$ cat src/rtl/fetch_stage_pkg.sv
// Shared definitions for the instruction fetch stage: FSM encodings,
// reset/bubble defaults and PC arithmetic.
package fetch_stage_pkg;

  typedef enum logic [1:0] {
    ST_FETCH = 2'd0,
    ST_HOLD  = 2'd1,
    ST_DROP  = 2'd2
  } fetch_state_e;

  localparam logic [31:0] DEF_RESET_PC  = 32'h0040_0000;
  localparam logic [31:0] DEF_NOP_INSTR = 32'h0000_0000;
  localparam logic [31:0] PC_STEP       = 32'd4;

  // Sequential PC, 32-bit modulo so the top word wraps to address 0.
  function automatic logic [31:0] pc_inc(input logic [31:0] pc);
    return pc + PC_STEP;
  endfunction

endpackage

$ cat src/rtl/fetch_stage.sv
// Instruction fetch stage: drives the instruction memory request, tracks the PC
// and owns the IF/ID pipeline register.
//
// state    | meaning
// ST_FETCH | request for pc outstanding, word goes straight to IF/ID
// ST_HOLD  | word parked in r_buf while decode stalls, no request
// ST_DROP  | redirected mid-request, waiting to discard word for r_drop_addr
module fetch_stage
  import fetch_stage_pkg::*;
#(
  parameter logic [31:0] RESET_PC  = DEF_RESET_PC,
  parameter logic [31:0] NOP_INSTR = DEF_NOP_INSTR
) (
  input  logic        clk,
  input  logic        reset,
  input  logic        stall,
  input  logic        flush,
  input  logic        redirect_valid,
  input  logic [31:0] redirect_pc,
  output logic        imem_req,
  output logic [31:0] imem_addr,
  input  logic        imem_ready,
  input  logic [31:0] imem_data,
  output logic [31:0] id_instr,
  output logic [31:0] id_pc_next,
  output logic        id_valid
);

  fetch_state_e r_state, w_state_nxt;
  logic [31:0]  r_pc, w_pc_nxt;
  logic [31:0]  r_buf, w_buf_nxt;
  logic [31:0]  r_drop_addr, w_drop_nxt;
  logic [31:0]  r_id_instr, r_id_pc_next;
  logic         r_id_valid;
  logic         w_eff_stall;
  logic         w_take;
  logic [31:0]  w_take_data;

  // A flush empties IF/ID anyway, so a stall must not park the flushed word.
  assign w_eff_stall = stall & ~flush;

  always_comb begin
    w_state_nxt = r_state;
    w_pc_nxt    = r_pc;
    w_buf_nxt   = r_buf;
    w_drop_nxt  = r_drop_addr;
    w_take      = 1'b0;
    w_take_data = r_buf;
    case (r_state)
      ST_FETCH: begin
        if (redirect_valid) begin
          w_pc_nxt = redirect_pc;
          if (!imem_ready) begin
            w_drop_nxt  = r_pc;
            w_state_nxt = ST_DROP;
          end
        end else if (imem_ready) begin
          if (w_eff_stall) begin
            w_buf_nxt   = imem_data;
            w_state_nxt = ST_HOLD;
          end else begin
            w_take      = 1'b1;
            w_take_data = imem_data;
            w_pc_nxt    = pc_inc(r_pc);
          end
        end
      end
      ST_HOLD: begin
        if (redirect_valid) begin
          w_pc_nxt    = redirect_pc;
          w_state_nxt = ST_FETCH;
        end else if (!w_eff_stall) begin
          w_take      = 1'b1;
          w_take_data = r_buf;
          w_pc_nxt    = pc_inc(r_pc);
          w_state_nxt = ST_FETCH;
        end
      end
      ST_DROP: begin
        if (redirect_valid) begin
          w_pc_nxt = redirect_pc;
        end
        if (imem_ready) begin
          w_state_nxt = ST_FETCH;
        end
      end
      default: begin
        w_state_nxt = ST_FETCH;
      end
    endcase
  end

  always_ff @(posedge clk) begin
    if (!reset) begin
      r_state     <= ST_FETCH;
      r_pc        <= RESET_PC;
      r_buf       <= '0;
      r_drop_addr <= '0;
    end else begin
      r_state     <= w_state_nxt;
      r_pc        <= w_pc_nxt;
      r_buf       <= w_buf_nxt;
      r_drop_addr <= w_drop_nxt;
    end
  end

  // IF/ID: an unstalled cycle with nothing to load becomes a bubble.
  always_ff @(posedge clk) begin
    if (!reset) begin
      r_id_instr   <= NOP_INSTR;
      r_id_pc_next <= RESET_PC;
      r_id_valid   <= 1'b0;
    end else if (flush) begin
      r_id_instr <= NOP_INSTR;
      r_id_valid <= 1'b0;
    end else if (!stall) begin
      if (w_take) begin
        r_id_instr   <= w_take_data;
        r_id_pc_next <= pc_inc(r_pc);
        r_id_valid   <= 1'b1;
      end else begin
        r_id_instr <= NOP_INSTR;
        r_id_valid <= 1'b0;
      end
    end
  end

  assign imem_req   = reset & (r_state != ST_HOLD);
  assign imem_addr  = (r_state == ST_DROP) ? r_drop_addr : r_pc;
  assign id_instr   = r_id_instr;
  assign id_pc_next = r_id_pc_next;
  assign id_valid   = r_id_valid;

endmodule

$ cat config.mk
export PLATFORM = sky130hd
export DESIGN_NAME = fetch_stage
export DESIGN_NICKNAME = d
export VERILOG_FILES = /design/src/rtl/fetch_stage_pkg.sv /design/src/rtl/fetch_stage.sv
export SDC_FILE = /design/constraint.sdc
export NUM_CORES = 1
export LEC_CHECK = 0
export CORE_ASPECT_RATIO = 1.5
export CORE_MARGIN = 1.5
export CORE_UTILIZATION = 55
export CTS_CLUSTER_DIAMETER = 150
export DETAILED_ROUTE_END_ITERATION = 8
export PLACE_DENSITY = 0.86
export SYNTH_ARGS = -nofsm -noshare
export SYNTH_HDL_FRONTEND = slang
export SYNTH_SLANG_ARGS = --single-unit
$ cat constraint.sdc
create_clock -name clk -period 5.1 [get_ports clk]
set_clock_uncertainty 0.05 [all_clocks]
set_input_delay 1.02 -clock clk [delete_from_list [all_inputs] [get_ports clk]]
set_output_delay 1.02 -clock clk [all_outputs]
set_load 0.02 [all_outputs]
==> summary.md <==
- 0 — Antenna Cells
- 52 — number of standard-cell rows in the floorplan
- 0 ns — setup_tns
- 465 — Iter 0 DRT Violations
- 0 — maxcap violations
- 148.1 µm — Vert. Die Dim
- 163 — flip-flop and latch count after synthesis
- 163 — CTS sink cnt
- 42.26% — sequential cell area fraction in the yosys report
- nand2_1 — most frequent cell after synthesis
- 0 — post-cts gate resize count
- 0 — global route total overflow
- 4.033 ns — Period minus WS final
- 7 — number of detailed-route iterations in the first pass
- 35.23 mm — wire length of the first global-routing pass
- flip-flop — critical path startpoint category
- 0.4041 ns — Worst Hold Slack
- 0 — number of buffers inserted by post-CTS setup repair
- 14.81 mm — detailed placer's ending HPWL
- 1,168 — final net count
- 17.35 µm — Routed wire per std cell
- 99.75 µm — die width
- 7.722 µm² — per-instance average area after synthesis
- 4.03 ns — CP required
- 17 — number of buffers inserted during clock tree synthesis
- 0 — hold buffer count at CTS
- clkbuf_16 — cell chosen for the clock root
- 22.75% — worst slew slack as a fraction of its limit
- 79.09% — crit share post-route
- 0% — async set-reset flop share out of synthesis
- 0 — Post-synth EDFFs
- 247.9 MHz — maximum clock rate
- 7722 µm² — synthesized area
- 60 — largest net degree at the start of global routing
- flip-flop to flip-flop — Hold Crit Class
- 1,272 — non-filler instance count after layout
- 42.26% — fraction of post-synthesis cell area in the top cell type by area
- dfxtp_1 — Post-synth top flop
- 2 — Max clock buf depth
- 0.07 ns — clock transition at the register clock pins on the worst setup and hold paths after CTS
- 0 — antenna viol nets, final
- 5.868 — per-cell via count in the routed design
- 9280 µm² — area after detailed placement
- 1.156 ns — transition time at the pin with the least slew margin
- 56.79% — initial cell density of the core
- flip-flop to output port — Crit Path Category
- 0 — final-report max-slew violation count
- dfxtp_1 — Synth area leader
- 0.9214 — placer's final routability congestion estimate
- 1,000 — instance count of the mapped netlist
- no — RSZ-0062 raised after global routing
- 168 — total I/O pin count
- complete, no violations — status
- 191.1 µV — worst supply voltage drop on vdd
- 0 — number of remaining DRC errors
- 167 — I/O Buffers
- 0 — # setup viols final
- 30.02% — GRT Resource Usage Total
- 7,464 — total number of vias
- 27.48% — signed area change from the synthesized netlist to the final layout
- 0 — Ys Warns
- nand2_1 (263), dfxtp_1 (163), a21oi_1 (104) — Post-synth top cells
- 7,114 — number of global-route vias before repair
- 1,240 — number of instances in the placed design
- 54 — unique cell type count in the Yosys netlist
- output port — endpoint kind of the worst setup timing path
- 1,071 — Synthesized Nets
- 22.07 mm — Total Routed Length
- 0.42 ns — insertion delay of the later-clocked pin in the worst-skew pair
- 20 — Worst Path Max Fanout
- 5.315% — fraction of final layout cells sized beyond drive strength 1
- 9844 µm² — fin area
- built — TritonCTS clock tree
- 2.96 ns — arrival time worst endpoint
- 305.7 nW/µm² — Power Dens Cells
- 0.003657 µW — leakage power total
- 14,780 µm² — full die area
- 13,600 µm² — core area
- 0 — Hold Violations, Final
- dfxtp_1 (42%), nand2_1 (13%), a21oi_1 (6.7%) — cell types occupying the most area after synthesis
- 4 — maximum level of the CTS H-tree
- 0 — antenna violations before repair
routing by layer:
metal / part of all wire (%) / GRT usage [%] / wire, µm / vias up
li1: - / - / - / 3606
met1: 37 / 34.19 / 8150 / 3439
met2: 51 / 51.33 / 11250 / 342
met3: 6.3 / 5.263 / 1387 / 77
met4: 5.8 / 19.23 / 1282 / 0
met5: 0 / 0 / 0 / -
worst max-delay path: stages (launching register included):
cell and delay (ns):
dfxtp_1 0.54, nor2b_2 0.79, buf_4 0.37, nand2_1 0.07, o21ai_0 0.11, clkdlybuf4s50_1 0.65
placed cells by master, fill, tap and decap left out, types with 4 or more instances in the layout:
cell type	synthesis	layout
nor2_1	69	68
o31a_1	7	7
xnor2_1	14	14
nand2b_1	5	4
a21boi_0	6	6
and4_1	4	4
a32o_1	5	5
a22o_1	5	5
a2bb2oi_1	32	32
nor4_1	10	10
buf_4	5	11
clkdlybuf4s50_1	0	167
nand2_1	263	262
and2_1	10	10
or3_1	8	8
dfxtp_1	163	163
a31oi_1	4	4
and3_1	7	7
xor2_1	12	12
o21a_1	7	7
mux2i_1	38	38
inv_6	0	8
nand4_1	13	13
a21oi_1	104	104
o21ai_0	34	34
a211oi_1	13	13
clkbuf_16	0	17
o22ai_1	4	4
nor3_1	6	5
nand3_1	20	20
final timing paths:
path                                start                endpoint  slack [ns]  cells past startpoint
hold reg to reg    r_buf[16]$_SDFFE_PN0P_  r_buf[16]$_SDFFE_PN0P_        0.40                      2
setup / recovery  r_state[1]$_SDFFE_PN0P_           imem_addr[22]        1.07                      5
setup reg to reg  r_state[1]$_SDFFE_PN0P_   r_pc[24]$_SDFFE_PN0P_        2.07                      6
hold / removal     r_buf[16]$_SDFFE_PN0P_  r_buf[16]$_SDFFE_PN0P_        0.40                      2
state kept, by name, indices dropped and copies added (netlist names):
name / flops
id_instr: 32
r_buf: 32
r_pc: 32
id_pc_next: 32
r_drop_addr: 32
id_valid: 1
r_state: 2
layout make-up:
cell class	instances	area, µm²
clock buffer	17	425.4
clock inverter	15	138.9
fill	1070	3754
inverter	5	18.77
multi-input combinational	732	4041
sequential	163	3263
tap	162	202.7
timing repair buffer	178	1754
cell families after synthesis:
group / synth area share [%]
buf+inv: 5.671
simple gates: 25.00
fa+ha+maj: 0.1620
xor+xnor: 2.949
compound gates: 19.04
mux: 4.925
flops: 42.26
per-stage QoR:
stage | worst slack [ns] | utilization (%) | total power, µW
3_5_place_dp | 1.164 | 68.25 | 1795
5_1_grt | 0.9433 | 72.40 | 3114
4_1_cts | 1.117 | 72.40 | 3019
3_3_place_gp | 1.257 | 68.25 | 1790
2_1_floorplan | 2.131 | - | 1622
6_report | 1.067 | 72.40 | 3010
power breakdown:
part	internal [µW]	leakage, µW	switching, µW
logic	183	0.00205	214
clock network	649	0.000283	588
registers	1310	0.00132	63.0
total	2140	0.00366	865
Note: power is estimated with default switching activity, not from simulation.
